[src/rtl/match_ctrl.sv]
// match_ctrl: match-level controller sitting downstream of the physics engine.
// It keeps score from the engine's rally results, freezes the engine for a
// pause between points, declares the match winner, and drives the engine's
// frame enable and active-low reset so every match starts from a clean state.
module match_ctrl #(
   parameter int WIN_SCORE    = 7,
   parameter int PAUSE_FRAMES = 90,
   parameter int SCORE_W      = 4
) (
   input  logic               clk,
   input  logic               rst,
   input  logic               frame_tick,
   input  logic               start_btn,
   input  logic               game_over,
   input  logic [1:0]         winner,
   output logic               phys_en,
   output logic               phys_rst_n,
   output logic [SCORE_W-1:0] p1_score,
   output logic [SCORE_W-1:0] p2_score,
   output logic               match_over,
   output logic [1:0]         match_winner,
   output logic [1:0]         state,
   output logic               point_flash
);

   // Pause counter is wide enough to hold PAUSE_FRAMES itself, so it never wraps.
   localparam int CNT_W = $clog2(PAUSE_FRAMES + 1);

   localparam logic [SCORE_W-1:0] WIN_VAL  = SCORE_W'(WIN_SCORE);
   localparam logic [SCORE_W-1:0] ONE_PT   = SCORE_W'(1);
   localparam logic [CNT_W-1:0]   LAST_CNT = CNT_W'(PAUSE_FRAMES - 1);
   localparam logic [CNT_W-1:0]   ONE_CNT  = CNT_W'(1);

   typedef enum logic [1:0] {
      IDLE       = 2'd0,
      PLAY       = 2'd1,
      PAUSE      = 2'd2,
      MATCH_OVER = 2'd3
   } state_t;

   state_t             r_state;
   logic [SCORE_W-1:0] r_p1Score;
   logic [SCORE_W-1:0] r_p2Score;
   logic               r_matchOver;
   logic [1:0]         r_matchWinner;
   logic               r_physRstN;
   logic [CNT_W-1:0]   r_pauseCnt;
   logic               r_startQ;
   logic               r_goQ;

   state_t             w_stateNext;
   logic [SCORE_W-1:0] w_p1Next;
   logic [SCORE_W-1:0] w_p2Next;
   logic               w_matchOverNext;
   logic [1:0]         w_matchWinnerNext;
   logic [CNT_W-1:0]   w_pauseCntNext;

   logic               w_startRise;
   logic               w_goRise;
   logic [SCORE_W-1:0] w_p1Plus;
   logic [SCORE_W-1:0] w_p2Plus;

   // Edge detection on the start button and the engine's rally-ended flag, so
   // a level held across many cycles only acts once.
   assign w_startRise = start_btn & ~r_startQ;
   assign w_goRise    = game_over & ~r_goQ;

   // Saturating score increments: a score never climbs past WIN_SCORE.
   assign w_p1Plus = (r_p1Score >= WIN_VAL) ? WIN_VAL : (r_p1Score + ONE_PT);
   assign w_p2Plus = (r_p2Score >= WIN_VAL) ? WIN_VAL : (r_p2Score + ONE_PT);

   // Next-state, score and pause-counter logic; everything holds by default.
   always_comb begin
      w_stateNext       = r_state;
      w_p1Next          = r_p1Score;
      w_p2Next          = r_p2Score;
      w_matchOverNext   = r_matchOver;
      w_matchWinnerNext = r_matchWinner;
      w_pauseCntNext    = r_pauseCnt;

      case (r_state)
         IDLE: begin
            if (w_startRise) begin
               w_stateNext = PLAY;
            end
         end

         PLAY: begin
            if (w_goRise && (winner == 2'd1)) begin
               w_p1Next = w_p1Plus;
               if (w_p1Plus == WIN_VAL) begin
                  w_stateNext       = MATCH_OVER;
                  w_matchOverNext   = 1'b1;
                  w_matchWinnerNext = 2'd1;
               end else begin
                  w_stateNext    = PAUSE;
                  w_pauseCntNext = '0;
               end
            end else if (w_goRise && (winner == 2'd2)) begin
               w_p2Next = w_p2Plus;
               if (w_p2Plus == WIN_VAL) begin
                  w_stateNext       = MATCH_OVER;
                  w_matchOverNext   = 1'b1;
                  w_matchWinnerNext = 2'd2;
               end else begin
                  w_stateNext    = PAUSE;
                  w_pauseCntNext = '0;
               end
            end
         end

         PAUSE: begin
            if (frame_tick) begin
               if (r_pauseCnt >= LAST_CNT) begin
                  w_stateNext = PLAY;
               end else begin
                  w_pauseCntNext = r_pauseCnt + ONE_CNT;
               end
            end
         end

         MATCH_OVER: begin
            if (w_startRise) begin
               w_stateNext       = IDLE;
               w_p1Next          = '0;
               w_p2Next          = '0;
               w_matchOverNext   = 1'b0;
               w_matchWinnerNext = 2'd0;
            end
         end

         default: begin
            w_stateNext = IDLE;
         end
      endcase
   end

   // State register plus the held match result; the engine reset follows the
   // next state so it releases on the same edge that leaves IDLE.
   always_ff @(posedge clk) begin
      if (rst) begin
         r_state       <= IDLE;
         r_p1Score     <= '0;
         r_p2Score     <= '0;
         r_matchOver   <= 1'b0;
         r_matchWinner <= 2'd0;
         r_physRstN    <= 1'b0;
         r_pauseCnt    <= '0;
      end else begin
         r_state       <= w_stateNext;
         r_p1Score     <= w_p1Next;
         r_p2Score     <= w_p2Next;
         r_matchOver   <= w_matchOverNext;
         r_matchWinner <= w_matchWinnerNext;
         r_physRstN    <= (w_stateNext != IDLE);
         r_pauseCnt    <= w_pauseCntNext;
      end
   end

   // Delayed copies of the button and rally flag, tracked in every state.
   always_ff @(posedge clk) begin
      if (rst) begin
         r_startQ <= 1'b0;
         r_goQ    <= 1'b0;
      end else begin
         r_startQ <= start_btn;
         r_goQ    <= game_over;
      end
   end

   assign phys_en      = frame_tick & (r_state == PLAY);
   assign phys_rst_n   = r_physRstN;
   assign p1_score     = r_p1Score;
   assign p2_score     = r_p2Score;
   assign match_over   = r_matchOver;
   assign match_winner = r_matchWinner;
   assign state        = r_state;
   assign point_flash  = (r_state == PAUSE);

endmodule
[config.mk]
export PLATFORM = sky130hd
export DESIGN_NAME = match_ctrl
export DESIGN_NICKNAME = d
export VERILOG_FILES = /design/src/rtl/match_ctrl.sv
export SDC_FILE = /design/constraint.sdc
export NUM_CORES = 1
export LEC_CHECK = 0
export CAP_MARGIN = 20
export CORE_AREA = 2 2 56 58
export DETAILED_ROUTE_END_ITERATION = 7
export DIE_AREA = 0 0 58 60
export PLACE_DENSITY_LB_ADDON = 0.3
export SLEW_MARGIN = 20
export SYNTH_ARGS = -nofsm -noshare
export SYNTH_HDL_FRONTEND = slang
export SYNTH_SLANG_ARGS = --single-unit
[constraint.sdc]
create_clock -name clk -period 2.5 [get_ports clk]
set_input_delay 0.375 -clock clk [delete_from_list [all_inputs] [get_ports clk]]
set_output_delay 0.375 -clock clk [all_outputs]
set_load 0.005 [all_outputs]
## Yosys cells after proc, flatten, opt, wreduce, memory -nomap -nowiden

Cells that the tools add are included.

| storage, ports and cells | value |
|---|---|
| input bits | 7 |
| register bits | 23 |
| word-level logic and storage cells | 84 |
| output and inout bits | 16 |

| cells by class | value |
|---|---|
| bitwise gates (word level) | 5 |
| $lt $le $gt $ge | 3 |
| reduce and logical (&&, ||, !) cells | 10 |
| $add $sub $neg | 3 |
| multiplexer cells | 36 |
| equality and inequality tests | 18 |

Operators by type and width:

| kind | count |
|---|---|
| $mux 7 | 6 |
| $mux 4 | 6 |
| $mux 2 | 11 |
| $pmux 4 s2 | 2 |
| $ne 3x3->1 const B | 5 |
| $pmux 7 s2 | 1 |
| $ne 2x2->1 const B | 6 |
| $add 4x1->4 const B | 2 |
| $eq 4x3->1 const B | 2 |
| $ge 4x3->1 const B | 2 |
| $pmux 2 s4 | 1 |
| $add 7x1->7 const B | 1 |
| $ge 7x7->1 const B | 1 |
| $mux 1 | 7 |
| $eq 2x2->1 const B | 3 |
| $reduce_and 6->1 | 1 |
| $reduce_bool 2->1 | 3 |
| $reduce_and 5->1 | 1 |
| $eq 2x1->1 const B | 2 |
| $pmux 2 s2 | 1 |
| $reduce_and 4->1 | 1 |
| $and 1x1->1 | 3 |
| $reduce_and 3->1 | 1 |
| $logic_and 1x1->1 | 2 |
| 3 further kinds | 4 |

## Depth between registers and ports, before layout

| logic depth | value |
|---|---|
| word-level depth | 8 |
| depth in mapped cells | 8 |

## Worst setup path after synthesis

OpenSTA, ideal clock, no wires.

| timing | value |
|---|---|
| path kind | register -> register |
| from | register r_p1Score[0] (netlist: p1_score[0]) |
| to | register r_pauseCnt[3] |
| stages on the path, launching flop included | 8 |
| setup slack | 524 ps |
| required time | 2,430 ps |
| setup time | 70 ps |
| arrival time | 1,906 ps |
| path buffers | 0 |
| path through | dfxtp_1 > ha_1 > nor2b_1 > maj3_2 > nor3b_2 > o31ai_2 > or3_1 > a21oi_1 |

| between the ends | value |
|---|---|
| longest elaborated chain between the ends | 5 |
| elaborated cells on any way between the ends | 6 |
| classes of those cells | add/sub (1); order compare (1); eq/ne (2); mux (1); reduce/logical (1) |

Ends and longest elaborated chain:

| element | line | text |
|---|---|---|
| start: declaration | 42 | `logic [SCORE_W-1:0] r_p1Score;` |
| start signal: assignment | 151 | `r_p1Score <= w_p1Next;` |
| $add 4x1->4 / $ge 4x3->1 (equally long branches) | 69 | `assign w_p1Plus = (r_p1Score >= WIN_VAL) ? WIN_VAL : (r_p1Score + ONE_PT);` |
| $mux 4 * | 69 |  |
| $eq 4x3->1 * | 91 | `if (w_p1Plus == WIN_VAL) begin` |
| $ne 3x3->1 (no line) * | - |  |
| $reduce_and 6->1 (no line) * | - |  |
| end signal: assignment | 156 | `r_pauseCnt <= w_pauseCntNext;` |
| end: declaration | 47 | `logic [CNT_W-1:0] r_pauseCnt;` |

Mark *: on every way between the ends. The rest lies on a longest branch, timed or not.
A chain may end at the register's enable or synchronous reset.

## Final worst setup path

| timing | value |
|---|---|
| from | register r_state[0] (netlist: state[0]) |
| to | output phys_en |

| between the ends | value |
|---|---|
| longest elaborated chain between the ends | 2 |

Ends and longest elaborated chain:

| element | line | text |
|---|---|---|
| start: declaration | 41 | `state_t r_state;` |
| start signal: assignment | 150 | `r_state <= w_stateNext;` |
| $eq 2x1->1 | 171 | `assign phys_en = frame_tick & (r_state == PLAY);` |
| $and 1x1->1 | 171 |  |
| end: declaration | 16 | `output logic phys_en,` |

Every way passes these cells.

==> impl_metrics.toml <==
[cts]
root_buffer = "clkbuf_4"
path_clk_slew_ps = 120
ctsResizeCount = 0
postCtsSetupBuffers = 0
ctsHoldBuffers = 0
htreeDepth = 1
clk_path_buf_depth = 2
cts_tree = "yes"
clk_latency_ps = 300
cts.sinks = 23
cts_buffers = 3

[final_layout]
area_growth_pct = 23.3
multi_input_area_um2 = 738
final-seq-area_um2 = 460
mostFrequentLayoutCells = "dfxtp_1, clkdlybuf4s50_1, a21oi_1"
drive_gt1_frac = 0.0894
nFillCells = 278
n_antenna_cell = 0
design_area_um2 = 1550
fin_util = 0.535
final_common_cell = "dfxtp_1"
final_nets = 191

[timing]
holdWs_ps = 470
clock.fmax_mhz = 457
setup_tns_ps = 0
worst_slew_pin_slew_ps = 532
hold_viol = 0
rsz0062_at_grt = "no"
skew_ps = 4.70
period_share = 0.875
setup_violations = 0
relSlewSlack = 0.643
slew_viol_final = 0
period_minus_slack_ps = 2190

[worst_setup_path]
cp.arrival_ps = 1810
cp_top_family = "flip-flops"
critical_path.max_fanout = 13
start_kind = "register"
worst-endpoint-required_ps = 2120
crit_type = "reg -> out"
critical_path.endpoint_type = "primary output"
worst_path_largest_cell_delay_ps = 620
critical_path_buf_inv_count = 1
crit_chain = "and2b_1 -> and2_1 -> clkdlybuf4s50_1"
slowest_stage = "dfxtp_1"

[floorplan]
start_util = 0.434
die_area_um2 = 3480
die_x_um = 58
die_y_um = 60
row_count = 20
io_pins = 23
coreArea_um2 = 2900

[logic_synthesis]
syn_area_um2 = 1260
yosys_warnings = 0
syn-num-nets = 164
netlist_instances = 153
synth_seq_cells = 23
syn_area_per_cell_um2 = 8.24
ys_seq_area_frac = 0.365
ys_types = 47

[placement]
hpwl_um = 2140
place.gp.congestion = 0.811
io_buffer_count = 22
dpl_cell_area_um2 = 1530

[detailed_routing]
drt_iter0_markers = 39
wirelength_um = 2790
route.antenna.remaining_nets = 0
viasPerCell = 5.46
vias = 1157
drc_errors = 0
wl_per_cell_um = 13.2
dr.pass1.iters = 4

[power]
seqPwrFrac = 0.611
powerDensity_nw_per_um2 = 402
p_leak_nw = 0.539
p_int_mw = 0.477
power_frac_comb = 0.123
swShare = 0.237
power.switching_mw = 0.148
clock_power_share = 0.266
vdd_drop_max_uv = 379

[global_route]
grt_start_max_net_pins = 14
grt_util_all_layers = 0.171
antenna_found_initial = 0
grt_pass1_wl_um = 4580
grt_pass1_vias = 1028
grt_overflow = 0

[min_path]
hold_class = "reg -> reg"

[run_status]
status = "finished, final reports clean"

[job]
maxCapViolCount = 0
[stage by stage]
stage | worst slack (ps) | instances | total power, mW
after floorplan | 524 | 153 | 0.430
after global placement | 303 | 208 | 0.465
after detailed placement | 221 | 208 | 0.467
after CTS | 299 | 212 | 0.631
after global routing | 210 | 212 | 0.657
final | 313 | 212 | 0.625
[state kept, by name (all words and copies together) (netlist names)]
register and cells:
r_goQ 1, match_over 1, phys_rst_n 1, r_pauseCnt 7, r_startQ 1, state 2
p2_score 4, match_winner 2, p1_score 4
[routing by layer]
metal / global-route usage / vias up / wire length (um)
met5: 0 / - / 0
met4: 0.0698 / 0 / 25
met3: 0.0303 / 2 / 105
met2: 0.276 / 21 / 1280
met1: 0.227 / 531 / 1380
li1: - / 603 / -
[path summary, 6_finish.rpt]
path,cells past startpoint,slack (ps),start,endpoint
setup / recovery,3,310,state[0],phys_en
hold reg to reg,2,470,match_winner[0],match_winner[0]
hold / removal,2,470,match_winner[0],match_winner[0]
setup reg to reg,7,380,p1_score[0],r_pauseCnt[4]
[synthesized netlist by cell type (all sizes together)]
master / n / share of area
a211o: 1 / 0.0070
o31ai: 1 / 0.0099
nor4: 1 / 0.0099
o31a: 1 / 0.0070
nor4bb: 1 / 0.0079
a32o: 1 / 0.0079
a31oi: 4 / 0.020
nand4bb: 1 / 0.022
a21oi: 19 / 0.078
nor2b: 5 / 0.025
a221oi: 1 / 0.0070
and2: 4 / 0.020
o21a: 2 / 0.012
xnor2: 1 / 0.0070
and2b: 1 / 0.0060
a2bb2oi: 1 / 0.0070
nand3: 5 / 0.020
buf: 2 / 0.013
nand2b: 1 / 0.0050
or2: 1 / 0.0050
and3: 1 / 0.0050
nand4b: 1 / 0.0070
o22ai: 1 / 0.0050
nor3b: 2 / 0.016
inv: 10 / 0.030
a311oi: 1 / 0.0070
o21ai: 8 / 0.032
o211ai: 2 / 0.012
a32oi: 1 / 0.0070
nand4: 1 / 0.0050
clkbuf: 2 / 0.0060
nor2: 16 / 0.048
nand2: 11 / 0.033
or3b: 1 / 0.0070
maj3: 2 / 0.018
and4bb: 1 / 0.0099
a21o: 1 / 0.0060
dfxtp: 23 / 0.37
ha: 4 / 0.040
nor3: 7 / 0.032
or3: 3 / 0.015
[power groups by stage]
stage                     Clock (mW)  Sequential [mW]  Combinational (mW)
final                          0.166            0.382              0.0770
after global routing           0.189            0.383              0.0840
after detailed placement           0            0.390              0.0767
after CTS                      0.172            0.382              0.0773
after floorplan                    0            0.386              0.0440
after global placement             0            0.390              0.0755
[final cells by class]
class	count	area share
clock buffer	4	0.0169
inverter	10	0.0242
multi-input combinational	116	0.475
sequential	23	0.296
tap	33	0.0266
timing repair buffer	26	0.161
[worst min-delay path, stage by stage (launching register included)]
cell     delay [ps]
dfxtp_1         330
nand2_1          50
a21oi_1          60
[kinds of logic (layout without fill, tap and decap cells)]
logic type               count (synthesis)  in the layout  synth area share
AND/OR/NAND/NOR                         64             64             0.297
AO/OA/AOI/OAI                           45             45             0.224
flip-flops                              23             23             0.365
XOR/XNOR                                 1              1           0.00695
adder cells (fa/ha/maj)                  6              6            0.0576
buffers and inverters                   14             40            0.0487
No activity file was read; power rests on OpenSTA's default activity.
